--- config.mk ---
export PLATFORM = sky130hd
export DESIGN_NAME = edf_irq_responder
export DESIGN_NICKNAME = d
export VERILOG_FILES = /design/src/rtl/edf_irq_responder.sv
export SDC_FILE = /design/constraint.sdc
export NUM_CORES = 1
export LEC_CHECK = 0
export ABC_CLOCK_PERIOD_IN_PS = 7870
export BUFFER_PORTS_ARGS = -buffer_cell sky130_fd_sc_hd__buf_2
export CORE_MARGIN = 3
export CORE_UTILIZATION = 30
export CTS_CLUSTER_DIAMETER = 30
export DETAILED_ROUTE_END_ITERATION = 6
export GPL_TIMING_DRIVEN = 0
export HOLD_SLACK_MARGIN = 0.06
export PLACE_DENSITY = 0.45
export SLEW_MARGIN = 20
export SYNTH_ARGS = -nofsm -noshare
export SYNTH_HDL_FRONTEND = slang
export SYNTH_SLANG_ARGS = --single-unit
--- constraint.sdc ---
create_clock -name clk_i -period 7.87 [get_ports clk_i]
set_input_delay 0.787 -clock clk_i [delete_from_list [all_inputs] [get_ports clk_i]]
set_output_delay 0.787 -clock clk_i [all_outputs]
set_load 0.005 [all_outputs]
--- src/rtl/edf_irq_responder.sv ---
// Core-side responder for the EDF interrupt controller: accepts and acknowledges a request,
// presents it to the core, tracks claimed-but-not-completed IDs on a stack, and measures claim latency.
module edf_irq_responder #(
    parameter int IrqIdWidth = 8,
    parameter int NestDepth  = 4,
    parameter int LatWidth   = 16,
    localparam int DepthWidth = $clog2(NestDepth + 1)
) (
    input  logic                  clk_i,
    input  logic                  rst_i,
    input  logic                  irq_req_i,
    input  logic [IrqIdWidth-1:0] irq_id_i,
    output logic                  irq_ack_o,
    input  logic                  core_irq_en_i,
    output logic                  core_irq_o,
    output logic [IrqIdWidth-1:0] core_irq_id_o,
    input  logic                  core_claim_i,
    input  logic                  core_complete_i,
    input  logic [IrqIdWidth-1:0] core_complete_id_i,
    output logic                  active_valid_o,
    output logic [IrqIdWidth-1:0] active_id_o,
    output logic [DepthWidth-1:0] depth_o,
    output logic                  complete_err_o,
    output logic [LatWidth-1:0]   latency_o,
    output logic                  latency_valid_o
);

    typedef enum logic [1:0] {
        IDLE,
        ACK,
        PEND
    } state_e;

    localparam logic [DepthWidth-1:0] Full = DepthWidth'(NestDepth);

    state_e                  state_q, state_d;
    logic [IrqIdWidth-1:0]   pend_id_q;
    logic [LatWidth-1:0]     lat_cnt_q;
    logic [DepthWidth-1:0]   depth_q;
    // Shift stack: entry 0 is always the top of stack.
    logic [IrqIdWidth-1:0]   stack_q [NestDepth];

    logic accept, claim, pop, cmp_err, non_empty;

    always_ff @(posedge clk_i) begin
        if (rst_i) state_q <= IDLE;
        else       state_q <= state_d;
    end

    // NOTE: every output of this block is given a default first, so no path can infer a latch.
    always_comb begin
        state_d       = state_q;
        accept        = 1'b0;
        claim         = 1'b0;
        irq_ack_o     = 1'b0;
        core_irq_o    = 1'b0;
        core_irq_id_o = '0;
        unique case (state_q)
            IDLE: begin
                if (irq_req_i && core_irq_en_i && depth_q != Full) begin
                    accept  = 1'b1;
                    state_d = ACK;
                end
            end
            ACK: begin
                irq_ack_o = 1'b1;
                state_d   = PEND;
            end
            PEND: begin
                core_irq_o    = 1'b1;
                core_irq_id_o = pend_id_q;
                if (core_claim_i) begin
                    claim   = 1'b1;
                    state_d = IDLE;
                end
            end
            default: state_d = IDLE;
        endcase
    end

    assign non_empty = (depth_q != '0);
    assign pop       = core_complete_i && non_empty && (core_complete_id_i == stack_q[0]);
    assign cmp_err   = core_complete_i && !pop;

    always_ff @(posedge clk_i) begin
        if (rst_i) begin
            pend_id_q       <= '0;
            lat_cnt_q       <= '0;
            depth_q         <= '0;
            latency_o       <= '0;
            latency_valid_o <= 1'b0;
            complete_err_o  <= 1'b0;
        end else begin
            latency_valid_o <= claim;
            complete_err_o  <= cmp_err;
            if (accept) begin
                pend_id_q <= irq_id_i;
                lat_cnt_q <= LatWidth'(1);
            end else if (state_q != IDLE && lat_cnt_q != '1) begin
                lat_cnt_q <= lat_cnt_q + LatWidth'(1);
            end
            if (claim) latency_o <= lat_cnt_q;
            depth_q <= depth_q + DepthWidth'(claim) - DepthWidth'(pop);
        end
    end

    // NOTE: stack storage has no reset; depth_q alone decides which entries are meaningful.
    always_ff @(posedge clk_i) begin
        if (claim && pop) begin
            stack_q[0] <= pend_id_q;
        end else if (claim) begin
            for (int i = NestDepth - 1; i > 0; i--) stack_q[i] <= stack_q[i-1];
            stack_q[0] <= pend_id_q;
        end else if (pop) begin
            for (int i = 0; i < NestDepth - 1; i++) stack_q[i] <= stack_q[i+1];
        end
    end

    assign active_valid_o = non_empty;
    assign active_id_o    = non_empty ? stack_q[0] : '0;
    assign depth_o        = depth_q;

endmodule
Yosys cells after proc, flatten, opt, wreduce, memory -nomap -nowiden
Memory sizes are Yosys's and may differ from the RTL's.
Index checks and enable logic that the tools add are counted.
{"block": "classes", "bitwise_logic": 4, "eq_ne": 7, "add_sub_neg": 3, "reduce_logical": 14, "n_mux": 26}
{"cell": "2-to-1 mux 8 bit", "n": 6}
{"cell": "2-to-1 mux 1 bit", "n": 17}
{"cell": "adder 16 x 1 -> 16 bit (second input constant)", "n": 1}
{"cell": "inequality test 16 bit (second input constant)", "n": 1}
{"cell": "== test 8 bit", "n": 1}
{"cell": "logical AND 1 bit", "n": 7}
{"cell": "one-hot mux 2 bit (3 select lines)", "n": 1}
{"cell": "2-to-1 mux 2 bit", "n": 2}
{"cell": "inequality test 2 bit (second input constant)", "n": 2}
{"cell": "bitwise OR 1 bit", "n": 4}
{"cell": "nonzero test 2 bit", "n": 2}
{"cell": "adder 3 x 1 -> 3 bit", "n": 1}
{"cell": "inequality test 3 bit (second input constant)", "n": 1}
{"cell": "nonzero test 3 bit", "n": 1}
{"cell": "subtractor 3 x 1 -> 3 bit", "n": 1}
{"cell": "== test 2 x 1 -> 1 bit (second input constant)", "n": 1}
{"cell": "== test 2 bit (second input constant)", "n": 1}
{"cell": "logical NOT 2 bit", "n": 1}
{"cell": "AND reduction 2 bit", "n": 1}
{"cell": "OR reduction 2 bit", "n": 1}
{"cell": "logical NOT 1 bit", "n": 1}
{"block": "totals", "ramBits": 32, "out_inout_bits": 40, "elab_cells": 63, "in_bits": 22, "mem_count": 1, "register_bits": 47}
{"name": "stack_q", "depth": 4, "word_bits": 8, "rd": 4, "rd_clocked_by_memory_dff": 0, "write_ports": 4, "line_no": "41", "text": "logic [IrqIdWidth-1:0] stack_q [NestDepth];"}

Logic depth before layout (Yosys ltp)
{"block": "logic_depth", "ltp_word": 8, "ltp_mapped": 11}

Worst setup path before layout
OpenSTA, ideal clock, no wires.
{"block": "synth_path", "path_kind": "input -> register", "startpoint": "input port core_complete_id_i[4]", "endpoint": "register depth_q[2] (netlist: depth_o[2])", "setup_time_ps": 128, "slack_ps": 4689, "arrival_ps": 3054, "path_stages": 11, "path_buffers": 0, "path_cell_list": "xor2_1 -> nor4_1 -> and4_1 -> inv_1 -> ha_1 -> ha_1 -> inv_1 -> fa_1 -> xor2_1 -> xnor2_1 -> nor2_1"}
{"block": "synth_via", "elab_chain_cells": 3}
{"item": "from (decl)", "line_no": "19", "text": "input logic [IrqIdWidth-1:0] core_complete_id_i,"}
{"item": "== test 8 bit", "line_no": "82", "text": "assign pop = core_complete_i && non_empty && (core_complete_id_i == stack_q[0]);"}
{"item": "logical AND 1 bit", "line_no": "82"}
{"item": "subtractor 3 x 1 -> 3 bit", "line_no": "103", "text": "depth_q <= depth_q + DepthWidth'(claim) - DepthWidth'(pop);"}
{"item": "to (signal assigned)", "line_no": "103"}
{"item": "to (decl)", "line_no": "39", "text": "logic [DepthWidth-1:0] depth_q;"}
Every way passes these cells.
A chain may end at the register's enable or synchronous reset.

Worst setup path after layout
{"block": "layout_path", "startpoint": "input port core_complete_id_i[5]", "endpoint": "register depth_q[2] (netlist: depth_o[2])"}
Same word-level chain as after synthesis.

==> impl_metrics.csv <==
group,metric,value,unit
sta,fin_tns_setup,0,ns
pwr,pwr-share-clk,0.490,
final_layout,nets,431,
synthesis,yosysTopAreaCell,"edfxtp_1",
cts,insertion_delay,0.34,ns
synthesis,syn-num-nets,360,
final_layout,design_area,4320,um^2
cts,clockRootBuffer,"clkbuf_16",
synthesis,yosysSeqAreaShare,0.541,
placed_design,gp_congestion,0.745,
routing,highest_layer,"met4",
cts,cts_sinks,79,
final_layout,seq_area,1900,um^2
routing,wl_met1,4170,um
sta,period_share,0.443,
routing,detail-route-antenna-nets,0,
synthesis,synth_top_area_frac,0.274,
hold_path,min_path_cells,0,
critical_path,worst_ep_required_time,8.06,ns
routing,wl_met2,3770,um
hold_path,hold_path.class,"flip-flop to flip-flop",
placed_design,dp.cells,531,
final_layout,n_fill_cell,1118,
synthesis,synth_edf_count,32,
pwr,power_frac_seq,0.471,
placed_design,portBuffers,60,
routing,wl_met3,546,um
sta,setup_viol,0,
routing,routed-via-count,2606,
cts,numCtsBuffers,9,
synthesis,synth.distinct_cells,49,
cts,cts_resized,0,
cts,clk_pin_slew_worst_paths,0.06,ns
synthesis,synthTopCellsByArea,"edfxtp_1, dfxtp_1, mux2_2, nand2_1, a21oi_1",
pwr,leakage,1.70,nW
final_layout,n_antenna_cell,0,
pwr,powerDensity,214,nW/um^2
critical_path,criticalPathCategory,"primary input to flip-flop",
cts,cts_buffer_depth,2,
sta,slew_violations,0,
routing,wl_per_cell,15.7,um
pwr,ir_drop,104,uV
final_layout,areaGrowthSynthToFinish,22.9,%
sta,fin_skew,0.00932,ns
placed_design,hpwl,6070,um
pwr,switching_share,0.206,
floorplan,num_rows,38,
synthesis,avgSynthCellArea,10.6,um^2
floorplan,io_pins,62,
synthesis,syn_inst,331,
sta,layout_min_cycle_time,3.49,ns
grt,grt_max_degree,18,
floorplan,core_area,11100,um^2
cts,postCtsHoldBufs,0,
floorplan,die-area,13000,um^2
critical_path,critPathLaunchType,"primary input",
pwr,power,922,uW
routing,drt-pass1-iter-count,4,
critical_path,critPathMaxFanout,17,
cts,cts_tree,"done",
pwr,p_int,732,uW
critical_path,crit_arrival,3.68,ns
cts,post-cts-setup-buffer-count,0,
synthesis,yosys_warnings,0,
pwr,p_sw,190,uW
final_layout,multi_input_area,1510,um^2
floorplan,dieHeight,114,um
synthesis,ys_seq_elements,79,
flow_run,drv_cap,0,
routing,drtIter0Drc,129,
grt,grt_pass1_wl,13700,um
grt,antenna_found_initial,0,
routing,drcViolationCount,0,
critical_path,cp-end-kind,"flip-flop",
floorplan,die_x,114,um
final_layout,drive_gt1_frac,0.270,
placed_design,placed_area,3990,um^2
floorplan,start_util,0.316,
final_layout,finalNonFillerCells,547,
sta,tightest_slew,0.751,ns
routing,via_per_inst,4.76,
synthesis,netlist_area,3510,um^2
sta,layout_setup_ws,4.38,ns
sta,finalHoldViolCount,0,
synthesis,async_flop_share,0,
critical_path,reg2regPathDepth,11,
sta,fmax,287,MHz
grt,grt_pass1_vias,2581,
routing,wl,8580,um
status,status,"complete, no violations",
grt,grt-ovfl-total,0,
cts,htreeDepth,3,
sta,rsz0062_at_grt,"no",
pwr,pwr-share-comb,0.039,
placed_design,dp_slack,3.95,ns
sta,maxSlewHeadroom,0.492,
synthesis,synth_flop_cell,"dfxtp_1",
grt,grt.total_usage,0.138,
==> logic make-up (layout without fill, tap and decap cells) <==
group                      count (synthesis)  in the layout  synth area share
and+or+nand+nor                          123            123             0.191
DFF                                       79             79             0.541
adders and majority gates                  7              7            0.0271
muxes                                     32             32            0.0997
buffers and inverters                     26            102            0.0292
xor gates and xnor gates                  10             10            0.0249
AOI/OAI and AO/OA                         54             54            0.0869
==> path summary, 6_finish.rpt <==
kind                           start                       end  slack, ns
min reg2reg  stack_q[1][7]$_DFFE_PP_  stack_q[1][15]$_DFFE_PP_       0.45
min          stack_q[1][7]$_DFFE_PP_  stack_q[1][15]$_DFFE_PP_       0.45
max reg2reg  stack_q[0][7]$_DFFE_PP_     depth_o[2]$_SDFF_PP0_       4.50
max            core_complete_id_i[5]     depth_o[2]$_SDFF_PP0_       4.38
==> layout make-up <==
class | count | area share
clock buffers | 11 | 0.0562
well taps | 140 | 0.0406
flip-flops and latches | 79 | 0.440
multi-input cells | 226 | 0.351
clock inverters | 5 | 0.0188
repair buffers | 60 | 0.0695
inverters | 9 | 0.00782
plain buffers | 17 | 0.0159
==> per-stage QoR <==
| stage | hold slack (ns) | utilization |
|---|---|---|
| 2_1_floorplan | 0.420 | - |
| 3_3_place_gp | 0.423 | 0.359 |
| 3_5_place_dp | 0.432 | 0.359 |
| 4_1_cts | 0.447 | 0.388 |
| 5_1_grt | 0.456 | 0.388 |
| 6_report | 0.448 | 0.388 |
==> power groups by stage <==
stage | Clock (mW) | Combinational [mW] | Sequential [mW]
after detailed placement | 0 | 0.0368 | 0.443
after CTS | 0.462 | 0.0371 | 0.435
after floorplan | 0 | 0.0216 | 0.442
after global placement | 0 | 0.0366 | 0.443
final | 0.452 | 0.0361 | 0.435
after global routing | 0.482 | 0.0407 | 0.435
==> registers in the layout, indices dropped and copies added (netlist names) <==
signal           count
stack_q             32
lat_cnt_q           16
latency_o           16
pend_id_q            8
depth_o              3
state_q              2
complete_err_o       1
latency_valid_o      1
==> Yosys cell counts, types with 5 or more instances <==
library cell,number
o21ai_0,15
inv_1,8
mux2_2,24
a21oi_1,28
ha_1,6
clkbuf_1,15
edfxtp_1,32
nor2b_1,11
mux2i_1,8
nor2_1,17
dfxtp_1,47
nand2_1,42
or3_1,7
nand4_1,5
and2_1,10
xor2_1,8
nand3_1,6
==> routing by layer <==
| layer | vias to the layer above | global-route usage |
|---|---|---|
| li1 | 1321 | - |
| met1 | 1215 | 0.193 |
| met2 | 61 | 0.203 |
| met3 | 9 | 0.0391 |
| met4 | 0 | 0.0499 |
| met5 | - | 0 |
==> worst max-delay path, stage by stage <==
cell     delay (ns)
buf_2          0.10
xor2_1         0.16
nor4_1         0.36
and4_1         0.36
inv_1          0.09
ha_1           0.79
ha_1           0.27
inv_1          0.05
fa_1           0.37
xor2_1         0.17
xnor2_1        0.13
nor2_1         0.05
==> layout by cell type (no fill, tap or decap), types with 3 or more instances in the layout <==
master     count
buf_2         61
dfxtp_1       47
nand2_1       42
edfxtp_1      32
a21oi_1       28
mux2_2        24
nor2_1        17
clkbuf_1      16
o21ai_0       15
nor2b_1       11
and2_1        10
clkbuf_16      9
xor2_1         8
inv_1          8
mux2i_1        8
or3_1          7
nand3_1        6
ha_1           6
nand4_1        5
nor4_1         3
No activity file was read; power rests on OpenSTA's default activity.
